`config.mk`:
```
export PLATFORM = sky130hd
export DESIGN_NAME = vga_timing_gen
export DESIGN_NICKNAME = d
export VERILOG_FILES = /design/src/rtl/vga_pkg.sv /design/src/rtl/vga_axis_counter.sv /design/src/rtl/vga_timing_gen.sv
export SDC_FILE = /design/constraint.sdc
export NUM_CORES = 1
export LEC_CHECK = 0
export ABC_CLOCK_PERIOD_IN_PS = 4840
export BUFFER_PORTS_ARGS = -buffer_cell sky130_fd_sc_hd__clkbuf_2
export CELL_PAD_IN_SITES_DETAIL_PLACEMENT = 2
export CELL_PAD_IN_SITES_GLOBAL_PLACEMENT = 2
export CORE_UTILIZATION = 37
export CTS_BUF_LIST = sky130_fd_sc_hd__clkbuf_4 sky130_fd_sc_hd__clkbuf_8
export CTS_CLUSTER_SIZE = 10
export DETAILED_ROUTE_END_ITERATION = 6
export PLACE_DENSITY = 0.89
export SYNTH_ARGS = -nofsm -noshare
export SYNTH_HDL_FRONTEND = slang
export SYNTH_SLANG_ARGS = --single-unit
```
`constraint.sdc`:
```
create_clock -name clk -period 4.84 [get_ports clk]
set_input_delay 0 -clock clk [delete_from_list [all_inputs] [get_ports clk]]
set_output_delay 0 -clock clk [all_outputs]
set_load 0.05 [all_outputs]
```
`src/rtl/vga_pkg.sv`:
```
// Shared timing constants for the VGA timing generator (800x600@72 defaults)
// and the helper that sizes counters from a period length.
package vga_pkg;

    localparam int H_ACTIVE_DEF = 800;
    localparam int H_FP_DEF     = 56;
    localparam int H_SYNC_DEF   = 120;
    localparam int H_BP_DEF     = 64;
    localparam int V_ACTIVE_DEF = 600;
    localparam int V_FP_DEF     = 37;
    localparam int V_SYNC_DEF   = 6;
    localparam int V_BP_DEF     = 23;

    localparam int H_TOTAL_DEF = H_ACTIVE_DEF + H_FP_DEF + H_SYNC_DEF + H_BP_DEF;
    localparam int V_TOTAL_DEF = V_ACTIVE_DEF + V_FP_DEF + V_SYNC_DEF + V_BP_DEF;

    // Bits needed to count 0..total-1, never narrower than one bit.
    function automatic int width_of(input int total);
        if (total <= 2) begin
            return 1;
        end else begin
            return $clog2(total);
        end
    endfunction

endpackage

```
`src/rtl/vga_axis_counter.sv`:
```
// One wrapping timing axis (horizontal or vertical): position counter with
// carry-out plus combinational sync-window and active-region decodes.
module vga_axis_counter
    import vga_pkg::*;
#(
    parameter int ACTIVE = H_ACTIVE_DEF,
    parameter int FP     = H_FP_DEF,
    parameter int SYNC   = H_SYNC_DEF,
    parameter int BP     = H_BP_DEF,
    localparam int TOTAL = ACTIVE + FP + SYNC + BP,
    localparam int W     = width_of(TOTAL)
) (
    input  logic         clk,
    input  logic         rst,
    input  logic         inc,
    output logic [W-1:0] count,
    output logic         wrap,
    output logic         in_sync,
    output logic         in_active
);

    localparam logic [W-1:0] LAST       = W'(TOTAL - 1);
    localparam logic [W-1:0] SYNC_FIRST = W'(ACTIVE + FP);
    localparam logic [W-1:0] SYNC_LAST  = W'(ACTIVE + FP + SYNC - 1);
    localparam logic [W-1:0] ACT_END    = W'(ACTIVE);

    logic [W-1:0] count_r;

    assign count     = count_r;
    assign wrap      = inc && (count_r == LAST);
    assign in_sync   = (count_r >= SYNC_FIRST) && (count_r <= SYNC_LAST);
    assign in_active = (count_r < ACT_END);

    // Position counter: advances on inc, returns to zero after the last position.
    always_ff @(posedge clk) begin
        if (rst) begin
            count_r <= {W{1'b0}};
        end else if (inc) begin
            if (wrap) begin
                count_r <= {W{1'b0}};
            end else begin
                count_r <= count_r + W'(1);
            end
        end else begin
            count_r <= count_r;
        end
    end

endmodule

```
`src/rtl/vga_timing_gen.sv`:
```
// VGA raster timing generator: pixel-clock divider, h/v axis counters and a
// single output register stage so every output is aligned one clk after its state.
module vga_timing_gen
    import vga_pkg::*;
#(
    parameter int H_ACTIVE   = H_ACTIVE_DEF,
    parameter int H_FP       = H_FP_DEF,
    parameter int H_SYNC     = H_SYNC_DEF,
    parameter int H_BP       = H_BP_DEF,
    parameter int V_ACTIVE   = V_ACTIVE_DEF,
    parameter int V_FP       = V_FP_DEF,
    parameter int V_SYNC     = V_SYNC_DEF,
    parameter int V_BP       = V_BP_DEF,
    parameter bit H_SYNC_POL = 1'b0,
    parameter bit V_SYNC_POL = 1'b0,
    parameter int CLK_DIV    = 1,
    parameter int ADDR_SHIFT = 2,
    parameter int ADDR_W     = 8,
    localparam int H_TOTAL   = H_ACTIVE + H_FP + H_SYNC + H_BP,
    localparam int V_TOTAL   = V_ACTIVE + V_FP + V_SYNC + V_BP,
    localparam int X_W       = width_of(H_TOTAL),
    localparam int Y_W       = width_of(V_TOTAL)
) (
    input  logic                clk,
    input  logic                rst,
    input  logic                en_i,
    output logic                h_sync_o,
    output logic                v_sync_o,
    output logic                in_disp_o,
    output logic [X_W-1:0]      x_o,
    output logic [Y_W-1:0]      y_o,
    output logic [2*ADDR_W-1:0] pixel_pos_o,
    output logic                pix_en_o,
    output logic                line_start_o,
    output logic                frame_start_o
);

    localparam int DIV_W = width_of(CLK_DIV);

    if (H_ACTIVE < 1 || H_FP < 1 || H_SYNC < 1 || H_BP < 1 ||
        V_ACTIVE < 1 || V_FP < 1 || V_SYNC < 1 || V_BP < 1 || CLK_DIV < 1) begin : g_bad_params
        $error("vga_timing_gen: timing widths must be non-zero and CLK_DIV >= 1");
    end

    logic [DIV_W-1:0]      div_r;
    logic                  div_zero_s;
    logic                  pix_tick_s;
    logic [X_W-1:0]        h_count_s;
    logic [Y_W-1:0]        v_count_s;
    logic                  h_wrap_s, h_sync_act_s, h_active_s;
    logic                  v_wrap_s, v_sync_act_s, v_active_s;
    logic [X_W+ADDR_W-1:0] x_ext_s;
    logic [Y_W+ADDR_W-1:0] y_ext_s;
    logic                  unused_s;

    assign div_zero_s = (div_r == {DIV_W{1'b0}});
    assign pix_tick_s = en_i && (div_r == DIV_W'(CLK_DIV - 1));

    // Zero-extend before shifting so coordinates narrower than ADDR_W still fill the field.
    assign x_ext_s  = {{ADDR_W{1'b0}}, h_count_s} >> ADDR_SHIFT;
    assign y_ext_s  = {{ADDR_W{1'b0}}, v_count_s} >> ADDR_SHIFT;
    assign unused_s = v_wrap_s;

    vga_axis_counter #(
        .ACTIVE (H_ACTIVE),
        .FP     (H_FP),
        .SYNC   (H_SYNC),
        .BP     (H_BP)
    ) u_h_axis (
        .clk       (clk),
        .rst       (rst),
        .inc       (pix_tick_s),
        .count     (h_count_s),
        .wrap      (h_wrap_s),
        .in_sync   (h_sync_act_s),
        .in_active (h_active_s)
    );

    vga_axis_counter #(
        .ACTIVE (V_ACTIVE),
        .FP     (V_FP),
        .SYNC   (V_SYNC),
        .BP     (V_BP)
    ) u_v_axis (
        .clk       (clk),
        .rst       (rst),
        .inc       (h_wrap_s),
        .count     (v_count_s),
        .wrap      (v_wrap_s),
        .in_sync   (v_sync_act_s),
        .in_active (v_active_s)
    );

    // Pixel-period divider: counts enabled clocks within one pixel.
    always_ff @(posedge clk) begin
        if (rst) begin
            div_r <= {DIV_W{1'b0}};
        end else if (pix_tick_s) begin
            div_r <= {DIV_W{1'b0}};
        end else if (en_i) begin
            div_r <= div_r + DIV_W'(1);
        end else begin
            div_r <= div_r;
        end
    end

    // Output stage: decode the current state; while disabled, strobes drop and the rest hold.
    always_ff @(posedge clk) begin
        if (rst) begin
            h_sync_o      <= ~H_SYNC_POL;
            v_sync_o      <= ~V_SYNC_POL;
            in_disp_o     <= 1'b0;
            x_o           <= {X_W{1'b0}};
            y_o           <= {Y_W{1'b0}};
            pixel_pos_o   <= {(2*ADDR_W){1'b0}};
            pix_en_o      <= 1'b0;
            line_start_o  <= 1'b0;
            frame_start_o <= 1'b0;
        end else if (en_i) begin
            h_sync_o      <= h_sync_act_s ? H_SYNC_POL : ~H_SYNC_POL;
            v_sync_o      <= v_sync_act_s ? V_SYNC_POL : ~V_SYNC_POL;
            in_disp_o     <= h_active_s && v_active_s;
            x_o           <= h_count_s;
            y_o           <= v_count_s;
            pixel_pos_o   <= {y_ext_s[ADDR_W-1:0], x_ext_s[ADDR_W-1:0]};
            pix_en_o      <= div_zero_s;
            line_start_o  <= div_zero_s && (h_count_s == {X_W{1'b0}});
            frame_start_o <= div_zero_s && (h_count_s == {X_W{1'b0}}) && (v_count_s == {Y_W{1'b0}});
        end else begin
            pix_en_o      <= 1'b0;
            line_start_o  <= 1'b0;
            frame_start_o <= 1'b0;
        end
    end

endmodule

```
==> results of run 1 <==
## final timing paths
path	start	endpoint	slack, ns	cells past startpoint
setup / recovery	u_h_axis.count[0]$_SDFFE_PP0P_	u_v_axis.count[3]$_SDFFE_PP0N_	2.24	5
hold / removal	rst	x_o[2]$_SDFFE_PP0P_	0.34	2
setup reg to reg	u_h_axis.count[0]$_SDFFE_PP0P_	u_v_axis.count[3]$_SDFFE_PP0N_	2.24	5
hold reg to reg	x_o[10]$_SDFFE_PP0P_	x_o[10]$_SDFFE_PP0P_	0.50	2
## cells in the mapped netlist (all sizes together), types with 2 or more instances
cell type and n:
or4 2, nor2 43, and2 2, dfxtp 49
clkbuf 5, xor2 3, buf 27, inv 6
nand4 7, xnor2 11, mux2i 23, nand2 6
nor4 5, nor3 10, nand3b 2, ha 7
nand4b 2, nand3 7, nand2b 3, a21oi 9
o21ai 4, or3 5
## power breakdown
part	total [mW]	internal, mW	switching, mW
sequential	0.412	0.408	0.00470
clock	0.306	0.155	0.151
combinational	0.0460	0.0129	0.0331
total	0.764	0.576	0.189
## state kept, by name, summed over array words and instances, names as in the netlist
signal          count
u_v_axis.count     10
u_h_axis.count     11
line_start_o        1
x_o                11
frame_start_o       1
in_disp_o           1
y_o                10
pix_en_o            1
h_sync_o            1
v_sync_o            1
div_r               1
## stage by stage
step	area (um^2)	utilization, %	std cells	power [mW]	hold slack, ns
after floorplan	2290	-	253	0.455	0.160
after global placement	2410	40.4	341	0.466	0.469
after detailed placement	2410	40.4	341	0.468	0.486
after CTS	2520	42.4	349	0.774	0.341
after global routing	2520	42.4	349	0.794	0.374
final	2520	42.4	349	0.764	0.345
## cell type report
cell class | count | area [um^2] | area share (%)
multi-input combinational | 166 | 1080 | 43.0
tap | 75 | 93.8 | 3.72
sequential | 49 | 981 | 38.9
timing repair buffer | 45 | 225 | 8.93
clock buffer | 5 | 68.8 | 2.73
inverter | 6 | 22.5 | 0.893
clock inverter | 3 | 46.3 | 1.84
## metal layers
layer | vias to the layer above | part of all wire (%)
li1 | 891 | -
met1 | 929 | 45
met2 | 48 | 49
met3 | 15 | 3.4
met4 | 0 | 2.6
met5 | - | 0
## worst max-delay path, delay by kind of cell (launching register included)
kind	cells	cell delay, ns
simple gates	3	1.21
flops	1	0.47
compound gates	1	0.47
fa+ha+maj	1	0.32
## logic make-up after synthesis
| kind of cell | share of synthesized area, % |
|---|---|
| xor gates and xnor gates | 5.35 |
| DFF | 42.8 |
| AOI/OAI and AO/OA | 6.00 |
| buffers and inverters | 9.93 |
| muxes | 10.0 |
| and+or+nand+nor | 22.1 |
| adders and majority gates | 3.82 |
==> flow_summary.ini, run 1 <==
[outcome]
outcome = finished clean

[synthesis]
ys_ff_latch = 49
async_reset_ff_share_pct = 0
ys_seq_area_share_pct = 42.8
synth_fp_nets = 263
syn_avg_cell_area_um2 = 9.07
synth_edf_count = 0
syn-cell-area_um2 = 2290
synthFlopType = dfxtp_1
synthCells = 253
yosysUniqueCellTypes = 41
synth_area_leader_cell = dfxtp_1
synthTopCellsByArea = dfxtp_1, mux2i_1, nor2_1
synth.top_cell.area_share_pct = 42.8
yosysWarnings = 0

[worst_setup_path]
start_kind = flop
end_kind = flop
slowest_delay_ns = 0.83
cp_cell_sequence = ha_1, nand3_1, nor4_1, a41o_1, nor2_1
path_class = flop to flop
cp_slowest_cell = nor4_1
arrival_ns = 2.79
cp.required_ns = 5.03
path_max_fanout = 8

[clock_tree]
worstSkewPairLatency_ns = 0.32
clk_pin_slew_ns = 0.10
post_cts_resized = 0
clkSinkCount = 49
cts_made_buffers = 5
postCtsSetupBuffers = 0
cts-root-buf = clkbuf_8
cts.htree.levels = 2
cts_buffer_depth = 2
postCtsHoldBufs = 0
cts_tree = built

[route]
drc = 0
viasPerCell = 5.40
drt_iter0_drc = 55
via_count = 1883
drt_wl_total_um = 6230
drt_first_pass_iters = 4
ant_nets = 0
wl_per_cell_um = 17.8

[floorplanning]
die_h_um = 80.7
pin_count = 46
start_util_pct = 38.5
num_rows = 28
coreArea_um2 = 5960
die_w_um = 80.7
dieArea_um2 = 6520

[grt]
globalRouteMet3Util_pct = 4.61
busiest_layer = met2
grt_util_met1_pct = 25.1
grt_overflow = 0
antenna_found_initial = 0
gr-usage-met2_pct = 36.3
grt_pass1_wl_um = 10300
track_usage_pct = 21.1
grt_pass1_vias = 1952
grt_max_degree = 34

[layout]
final_common_cell = dfxtp_1
final_nets = 283
layout_common_cells = dfxtp_1, clkbuf_2, nor2_1
n_antenna_cell = 0
area.growth.synth_to_final_pct = 9.98
layout-drive-gt1-share_pct = 20.1
fillers = 683

[power_and_ir_drop]
pwr_density_cell_nw_per_um2 = 303
ir_worst_vdd_v = 0.000117
p_leak_nw = 1.04

[sta]
max_slew_margin_pct = 36.1
slew_viol_final = 0
skew_ns = 0.0127
fin_setup_tns_ns = 0
worst_slew_pin_slew_ns = 0.959
fin_crit_ns = 2.60
finalSetupViolCount = 0
final_hold_viol_count = 0
period_share_pct = 53.8
layout_setup_ws_ns = 2.24
rsz0062_at_grt = false
max_freq_ghz = 0.384

[job]
drv_cap = 0

[placement]
pre_cts_ws_ns = 2.30
place.detailed.hpwl_um = 4300
io_buffers = 45
place_congestion = 0.730

[hold_path]
hold_class = input port to flop
Note: power is estimated with default switching activity, not from simulation.
==> run 2: changes to the inputs <==
--- a/config.mk
+++ b/config.mk
@@ -5,15 +5,15 @@
 export SDC_FILE = /design/constraint.sdc
 export NUM_CORES = 1
 export LEC_CHECK = 0
-export ABC_CLOCK_PERIOD_IN_PS = 4840
+export ABC_CLOCK_PERIOD_IN_PS = 2200
 export BUFFER_PORTS_ARGS = -buffer_cell sky130_fd_sc_hd__clkbuf_2
 export CELL_PAD_IN_SITES_DETAIL_PLACEMENT = 2
 export CELL_PAD_IN_SITES_GLOBAL_PLACEMENT = 2
-export CORE_UTILIZATION = 37
+export CORE_UTILIZATION = 31
 export CTS_BUF_LIST = sky130_fd_sc_hd__clkbuf_4 sky130_fd_sc_hd__clkbuf_8
 export CTS_CLUSTER_SIZE = 10
 export DETAILED_ROUTE_END_ITERATION = 6
-export PLACE_DENSITY = 0.89
+export PLACE_DENSITY = 0.8
 export SYNTH_ARGS = -nofsm -noshare
 export SYNTH_HDL_FRONTEND = slang
 export SYNTH_SLANG_ARGS = --single-unit
==> constraint.sdc (replaced) <==
create_clock -name clk -period 2.2 [get_ports clk]
set_input_delay 0 -clock clk [delete_from_list [all_inputs] [get_ports clk]]
set_output_delay 0 -clock clk [all_outputs]
set_load 0.05 [all_outputs]
==> run 2 against run 1 <==
Non-clock buffer count increased by 18. Count of clock-buffer cells in the layout up 1. Wire length rose by 2.8%. Combinational power grew 140%. Register-to-register slack lost 2.2 ns. Power is 100% higher. Global-route usage shrank 2.8 points. Largest cell class unchanged.
==> flow_summary.ini, run 2 (synthesis results as in run 1) <==
[grt]
track_usage_pct = 18.3
grt_pass1_wl_um = 10700
grt_overflow = 0
grt_pass1_vias = 2008
grt_max_degree = 32
antenna_found_initial = 0

[power_and_ir_drop]
pwr_density_cell_nw_per_um2 = 579
p_leak_nw = 1.12
ir_worst_vdd_v = 0.000297
total_power_mw = 1.54

[sta]
fin_crit_ns = 2.13
max_freq_ghz = 0.470
finalSetupViolCount = 0
max_slew_margin_pct = 59.6
worst_slew_pin_slew_ns = 0.598
period_share_pct = 96.7
fin_setup_tns_ns = 0
slew_viol_final = 0
skew_ns = 0.00942
rsz0062_at_grt = false
final_hold_viol_count = 0

[floorplanning]
die_h_um = 88.0
num_rows = 30
dieArea_um2 = 7750
coreArea_um2 = 6980
pin_count = 46
start_util_pct = 32.8
die_w_um = 88.0

[placement]
io_buffers = 45
place_congestion = 0.757
post-place-cells = 380
place.detailed.hpwl_um = 4700

[route]
wl_met3_um = 216
drt_iter0_drc = 56
viasPerCell = 4.91
drt_first_pass_iters = 4
wl_per_cell_um = 16.5
drt_wl_total_um = 6400
dr.max_layer_used = met4
via_count = 1907
ant_nets = 0
routed-wl-met2_um = 3110
drc = 0
met1Wirelength_um = 3060

[clock_tree]
worstSkewPairLatency_ns = 0.30
clk_pin_slew_ns = 0.09
cts.htree.levels = 2
cts-root-buf = clkbuf_8
cts_tree = built
postCtsHoldBufs = 0
cts_made_buffers = 5
clkSinkCount = 49
cts_buffer_depth = 2

[worst_setup_path]
cp_slowest_cell = or4_1
cp_cell_sequence = or4_1, or4_4, or3_1, a21oi_2
end_kind = flop
cp.required_ns = 2.44
slowest_delay_ns = 0.59
path_max_fanout = 7
r2r_cells = 4
arrival_ns = 2.37
r2r_setup_slack_ns = 0.07
start_kind = flop
path_class = flop to flop

[layout]
final_nets = 301
stdcell_count = 388
fillers = 827
layout_common_cells = dfxtp_1, clkbuf_2, nor2_1
n_antenna_cell = 0
layout-drive-gt1-share_pct = 26.0
area.growth.synth_to_final_pct = 16.3
final_common_cell = dfxtp_1

[hold_path]
hold_class = input port to flop
holdPathStages = 4

[job]
drv_cap = 0

[outcome]
outcome = finished clean
==> run 2: area by class of cell <==
class                   instances  area [um^2]  area share (%)
inverters                       6         22.5           0.845
well taps                      96          120            4.50
repair buffers                 63          360            13.5
clock buffers                   6         76.3            2.86
flip-flops and latches         49          981            36.8
clock inverters                 2         10.0           0.375
multi-input cells             166         1100            41.1
==> run 2: final timing paths <==
path                         from                        endpoint
min reg2reg  x_o[10]$_SDFFE_PP0P_            x_o[10]$_SDFFE_PP0P_
max            div_r$_SDFFE_PP0P_  u_v_axis.count[9]$_SDFFE_PP0N_
max reg2reg    div_r$_SDFFE_PP0P_  u_v_axis.count[9]$_SDFFE_PP0N_
min                           rst         line_start_o$_SDFF_PP0_
==> run 2: power by group <==
group	switching [mW]	total (mW)	internal, mW
clock network	0.295	0.528	0.233
logic	0.0774	0.112	0.0346
registers	0.00563	0.902	0.897
==> run 2: what timing repair did <==
item | in CTS | in global routing
endpoints found under the hold margin | 0 | 0
endpoints found under the setup margin | 1 | 17
gates resized for setup | 1 | 2
pin swaps | 0 | 0
buffers inserted | 0 | 0
==> run 2: critical path: cells and delay by family (launching register included) <==
| family | cells | cell delay [ns] |
|---|---|---|
| simple gates | 3 | 1.57 |
| flops | 1 | 0.35 |
| compound gates | 1 | 0.14 |
==> run 2: metal layers <==
metal | GRT usage [%] | vias up
met3 | 4.15 | 2
met5 | 0 | -
met1 | 24.2 | 941
met2 | 30.6 | 43
li1 | - | 921
met4 | 3.67 | 0
==> run 2: stage by stage <==
step | hold WS [ns] | setup WS, ns | util [%] | instance area, um^2
after floorplan | 0.160 | 0.0491 | - | 2290
after global placement | 0.464 | 0.119 | 36.8 | 2570
after detailed placement | 0.460 | 0.00938 | 36.8 | 2570
after CTS | 0.141 | 0.0243 | 38.1 | 2660
after global routing | 0.159 | 0.0154 | 38.2 | 2670
final | 0.140 | 0.0715 | 38.2 | 2670
